`config.mk`:
```
export PLATFORM = sky130hd
export DESIGN_NAME = asym_width_fifo_ctrl
export DESIGN_NICKNAME = d
export VERILOG_FILES = /design/src/rtl/asym_width_fifo_ctrl.sv
export SDC_FILE = /design/constraint.sdc
export NUM_CORES = 1
export LEC_CHECK = 0
export ABC_AREA = 1
export CORE_MARGIN = 1.5
export CORE_UTILIZATION = 55
export CTS_BUF_LIST = sky130_fd_sc_hd__clkbuf_4 sky130_fd_sc_hd__clkbuf_8
export CTS_CLUSTER_DIAMETER = 120
export DETAILED_ROUTE_END_ITERATION = 6
export DONT_BUFFER_PORTS = 1
export GPL_TIMING_DRIVEN = 0
export HOLD_SLACK_MARGIN = 0.06
export PLACE_DENSITY = 0.77
export SLEW_MARGIN = 20
export SYNTH_ARGS = -nofsm -noshare
export SYNTH_HDL_FRONTEND = slang
export SYNTH_SLANG_ARGS = --single-unit
```
`constraint.sdc`:
```
create_clock -name clk -period 2.3 [get_ports clk]
set_input_delay 0.115 -clock clk [delete_from_list [all_inputs] [get_ports clk]]
set_output_delay 0.115 -clock clk [all_outputs]
set_load 0.05 [all_outputs]
```
`src/rtl/asym_width_fifo_ctrl.sv`:
```
// Width-up-converting FIFO controller for a simple-dual-port asymmetric RAM: narrow writes, wide reads.
// Owns pointers, occupancy, flags, read-valid pipeline and sticky errors; the RAM datapath lives outside.
module asym_width_fifo_ctrl #(
    parameter int C_WR_WIDTH     = 16,
    parameter int C_RD_WIDTH     = 32,
    parameter int C_WR_DEPTH     = 1024,
    parameter int C_RD_LATENCY   = 1,
    parameter int C_AFULL_THRESH = 1000,
    localparam int RATIO    = C_RD_WIDTH / C_WR_WIDTH,
    localparam int RD_DEPTH = C_WR_DEPTH / RATIO,
    localparam int WA       = $clog2(C_WR_DEPTH),
    localparam int RA       = $clog2(RD_DEPTH)
) (
    input  logic          clk,
    input  logic          rst,
    input  logic          flush,
    input  logic          wr_req,
    output logic          wr_ready,
    output logic [WA-1:0] ram_wrAddr,
    output logic          ram_wren,
    input  logic          rd_req,
    output logic          rd_ready,
    output logic [RA-1:0] ram_rdAddr,
    output logic          ram_rden,
    output logic          rd_valid,
    output logic [15:0]   count,
    output logic          full,
    output logic          empty,
    output logic          almost_full,
    output logic          wr_overflow,
    output logic          rd_underflow
);
    localparam logic [15:0] DEPTH_W = 16'(C_WR_DEPTH);
    localparam logic [15:0] RATIO_W = 16'(RATIO);
    localparam logic [15:0] AFULL_W = 16'(C_AFULL_THRESH);

    logic [WA-1:0]           wr_ptr;
    logic [RA-1:0]           rd_ptr;
    logic [C_RD_LATENCY-1:0] vld_pipe;
    logic                    wr_acc;
    logic                    rd_acc;
    logic [15:0]             count_nxt;

    // Count (not pointer comparison) decides full/empty, so both pointers wrap freely.
    // A read needs RATIO narrow words present, so a half-filled wide slot is never read.
    assign wr_ready   = !full;
    assign rd_ready   = (count >= RATIO_W);
    assign wr_acc     = wr_req && !full && !flush;
    assign rd_acc     = rd_req && rd_ready && !flush;
    assign ram_wren   = wr_acc;
    assign ram_wrAddr = wr_ptr;
    assign ram_rden   = rd_acc;
    assign ram_rdAddr = rd_ptr;
    assign rd_valid   = vld_pipe[C_RD_LATENCY-1];

    always_comb begin
        count_nxt = count;
        case ({wr_acc, rd_acc})
            2'b11:   count_nxt = count + 16'd1 - RATIO_W;
            2'b10:   count_nxt = count + 16'd1;
            2'b01:   count_nxt = count - RATIO_W;
            default: count_nxt = count;
        endcase
    end

    always_ff @(posedge clk or posedge rst) begin
        if (rst) begin
            wr_ptr       <= '0;
            rd_ptr       <= '0;
            count        <= '0;
            full         <= 1'b0;
            empty        <= 1'b1;
            almost_full  <= 1'b0;
            vld_pipe     <= '0;
            wr_overflow  <= 1'b0;
            rd_underflow <= 1'b0;
        end else if (flush) begin
            wr_ptr       <= '0;
            rd_ptr       <= '0;
            count        <= '0;
            full         <= 1'b0;
            empty        <= 1'b1;
            almost_full  <= 1'b0;
            vld_pipe     <= '0;
            wr_overflow  <= 1'b0;
            rd_underflow <= 1'b0;
        end else begin
            if (wr_acc) wr_ptr <= wr_ptr + 1'b1;
            if (rd_acc) rd_ptr <= rd_ptr + 1'b1;
            count       <= count_nxt;
            full        <= (count_nxt == DEPTH_W);
            empty       <= (count_nxt == 16'd0);
            almost_full <= (count_nxt >= AFULL_W);
            vld_pipe[0] <= rd_acc;
            for (int i = 1; i < C_RD_LATENCY; i++) vld_pipe[i] <= vld_pipe[i-1];
            if (wr_req && full)      wr_overflow  <= 1'b1;
            if (rd_req && !rd_ready) rd_underflow <= 1'b1;
        end
    end
endmodule

```
==> key figures <==
Final layout
  – Final nets: just under 600
  – ANT cells: 0
  – Fin cells: between 600 and 700
  – Layout area overhead: 22.5%
  – Final Util: between 70% and 80%
  – Layout cells sized above 1: 27.4%

Floorplan
  – Core area: between 5000 and 6000 um2
  – Die Area: roughly 6800 um2
  – Die Y: slightly above 80 um
  – I/O pin total: 50
  – Die X: between 80 and 90 um
  – Row count: 28
  – Initial Utilization: a little under 60%

GRT
  – Grt ovf: 0
  – First-pass GRT wire length: about 17,000 um
  – Total track usage: roughly a third
  – Vias in the first global route: around 3.6k
  – Initial antenna violation count: 0
  – Largest net degree at the start of global routing: 24

Clocking
  – Clk root buf: clkbuf_8
  – TritonCTS clock tree: yes
  – Htree depth: 2
  – Clock latency on the worst-skew pair: about 300 ps
  – Maximum clock insertion buffer count: 2
  – Clock transition at path regs: about 80 ps
  – CTS Buf Count: 5
  – Clock sink count: 41

Timing
  – Hold WS: 74.7 ps
  – Worst slew margin: 59.4%
  – Tcrit/Tclk final: 118%
  – Worst Clk Skew: 6.26 ps
  – Final Hold Violating Endpoints: 0
  – Pins Over Slew Limit: 0
  – Maximum clock frequency: 368 MHz
  – Final setup fails: 11
  – Worst Tran Pin Value: slightly above 600 ps
  – Minimum clock period: roughly 2700 ps
  – RSZ-0062 raised after global routing: true
  – Final worst slack: -414 ps

Placement
  – Inst Count DP: around 620
  – Port Buf Inserts: 0
  – HPWL after DPL: between 7000 and 8000 um
  – Pre-CTS WS: -780 ps
  – Routability cong.: roughly 1.0

Pwr
  – Maximum vdd drop: about 0.5 mV
  – Combinational share of power: ~44%
  – Sequential share of power: 35.8%
  – Power per standard cell area: roughly 690 nW/um2
  – Sw Ratio: a little under half
  – P_sw: ~1.4 mW
  – Int Power: 1.58 mW
  – Clock share of power: just over 20%
  – Leak: around 2.1 nW

Route
  – DRC Markers: 0
  – WL final: 10,900 um
  – Initial DRC Count: roughly 410
  – Detail Route Antenna Nets: 0
  – Vias/cell: between 5 and 6
  – Drt pass-1 iters: 5
  – Wirelength per Cell: 16.5 um
  – Vias: approximately 3.9k

Critical path
  – CP Cell Sequence: inv_4, nand2_2, nor2_4, nand2_4, nor2_8, nand3_4, nand3_4, clkinvlp_4, nand2_2, o21ai_2, nor2_1, nor2_1, nand2_1, nor2_4, nand2_1, nor2_2
  – Worst flop-to-flop path startpoint: count[5]
  – Crit path required time: 2500 ps
  – Critical path's slowest cell: dfrtp_4
  – Critical path launch point type: flip-flop
  – CP Max Fanout: 7
  – Crit path from: count[5]
  – Worst EP arrival: roughly 2900 ps
  – Largest stage delay, worst path: 620 ps
  – Worst setup path class: flip-flop to flip-flop
  – Crit. End Element: flip-flop

Status
  – Status: complete, but fails checks
  – Failing checks: negative setup slack

Yosys
  – Synthesized cell area: about 3500 um2
  – Syn_nets: roughly 560
  – Ranking of synthesized cells by area: dfrtp_1, nand2_1, nor2_1, inv_1, nand3_1
  – Cells after synthesis: 545
  – Avg Inst Size Synth: ~6.4 um2
  – Library cells used by synthesis: 38
  – Sequential-to-total area share from yosys stat: 29.6%
  – Yosys warnings: 0
  – Share of Yosys cell area claimed by the top area cell type: around 29%
  – Seq cells post-synth: 41
  – Cell taking the most area after synthesis: dfrtp_1

Job
  – Max_cap viols: 0

Min path
  – Worst hold start: wr_req
  – Hold WC Path Type: input port to flip-flop
layout make-up:
type	instances	area, um2
Buffer	9	67.6
Clock buffer	6	76.3
Clock inverter	2	35.0
Fill cell	499	1740
Inverter	92	373
Multi-Input combinational cell	403	2270
Sequential cell	41	1060
Tap cell	75	93.8
Timing Repair Buffer	31	268
layer usage:
metal  track usage, %  vias to the layer above  share of wire [%]  wire [um]
li1                 -                     1805                  -          -
met1             41.6                     1779                 40       4380
met2             55.6                      235                 47       5150
met3             5.60                       40                9.0        975
met4             13.1                        0                3.4        370
met5                0                        -                  0          0
cell families (layout without fill, tap and decap cells):
| logic type | count (synthesis) | after routing | share of synthesized area (%) |
|---|---|---|---|
| fa+ha+maj | 7 | 7 | 2.53 |
| xor+xnor | 12 | 12 | 3.03 |
| buf+inv | 101 | 140 | 11.9 |
| compound gates | 52 | 52 | 8.30 |
| simple gates | 332 | 332 | 44.6 |
| flops | 41 | 41 | 29.6 |
critical path: cells and delay by family (launching register included):
| family | cells | cell delay, ps |
|---|---|---|
| and+or+nand+nor | 13 | 1450 |
| DFF | 1 | 620 |
| buffers and inverters | 2 | 450 |
| AOI/OAI and AO/OA | 1 | 70 |
cell usage in the layout (no fill, tap or decap), drive strengths merged, types with 4 or more instances in the layout:
master	synthesis	routed
nand2	151	151
nor2	92	92
inv	89	87
nand3	51	51
dfrtp	40	40
buf	7	35
o21ai	28	28
nand4	19	19
a21oi	18	18
nor3	14	14
xor2	12	12
clkbuf	2	8
ha	7	7
nand3b	4	4
clkinv	3	4
sequential cells by signal, summed over array words and instances, names as in the netlist:
| name | cells |
|---|---|
| almost_full | 1 |
| ram_rdAddr | 9 |
| ram_wrAddr | 10 |
| wr_overflow | 1 |
| empty | 1 |
| rd_valid | 1 |
| rd_underflow | 1 |
| count | 16 |
| full | 1 |
stage by stage:
stage | power [mW] | cell area [um2] | TNS [ps]
after floorplan | 1.79 | 3490 | -469
after global routing | 3.09 | 4250 | -3610
final | 2.94 | 4250 | -1830
after global placement | 1.98 | 3590 | -5030
after CTS | 2.81 | 4100 | -1640
after detailed placement | 2.01 | 3610 | -5500
synth_stat cells (all sizes together):
cell type,n
a31oi,2
clkbuf,2
a21oi,18
and3,1
o22ai,1
xor2,12
o21ai,28
nor2,92
o21bai,1
dfrtp,40
nand2,151
dfstp,1
a22o,1
ha,7
nand3b,4
inv,89
clkinv,3
o31ai,1
nand3,51
buf,7
nand4,19
nor3,14
worst paths after layout:
kind,end,slack (ps),cells past startpoint
worst max-delay path,full,-410,16
worst min-delay path,ram_wrAddr[2],70,4
worst max register to register,full,-410,16
worst min register to register,wr_overflow,790,2
max in group asynchronous,empty,1460,3
min in group asynchronous,ram_wrAddr[0],290,2
power by group through the flow:
stage          logic, mW  clock network (mW)  registers (mW)
2_1_floorplan      0.776                   0            1.02
3_3_place_gp       0.942                   0            1.04
3_5_place_dp       0.967                   0            1.04
4_1_cts             1.15               0.610            1.04
5_1_grt             1.40               0.626            1.06
6_report            1.28               0.606            1.05
timing repair:
action                                  CTS  global route
pin swaps                                29            11
hold buffers                              3             0
endpoints found under the setup margin   24            22
endpoints found under the hold margin    20             0
resized for setup                        52            38
buffers inserted                         24             5
No activity file was read; power rests on OpenSTA's default activity.
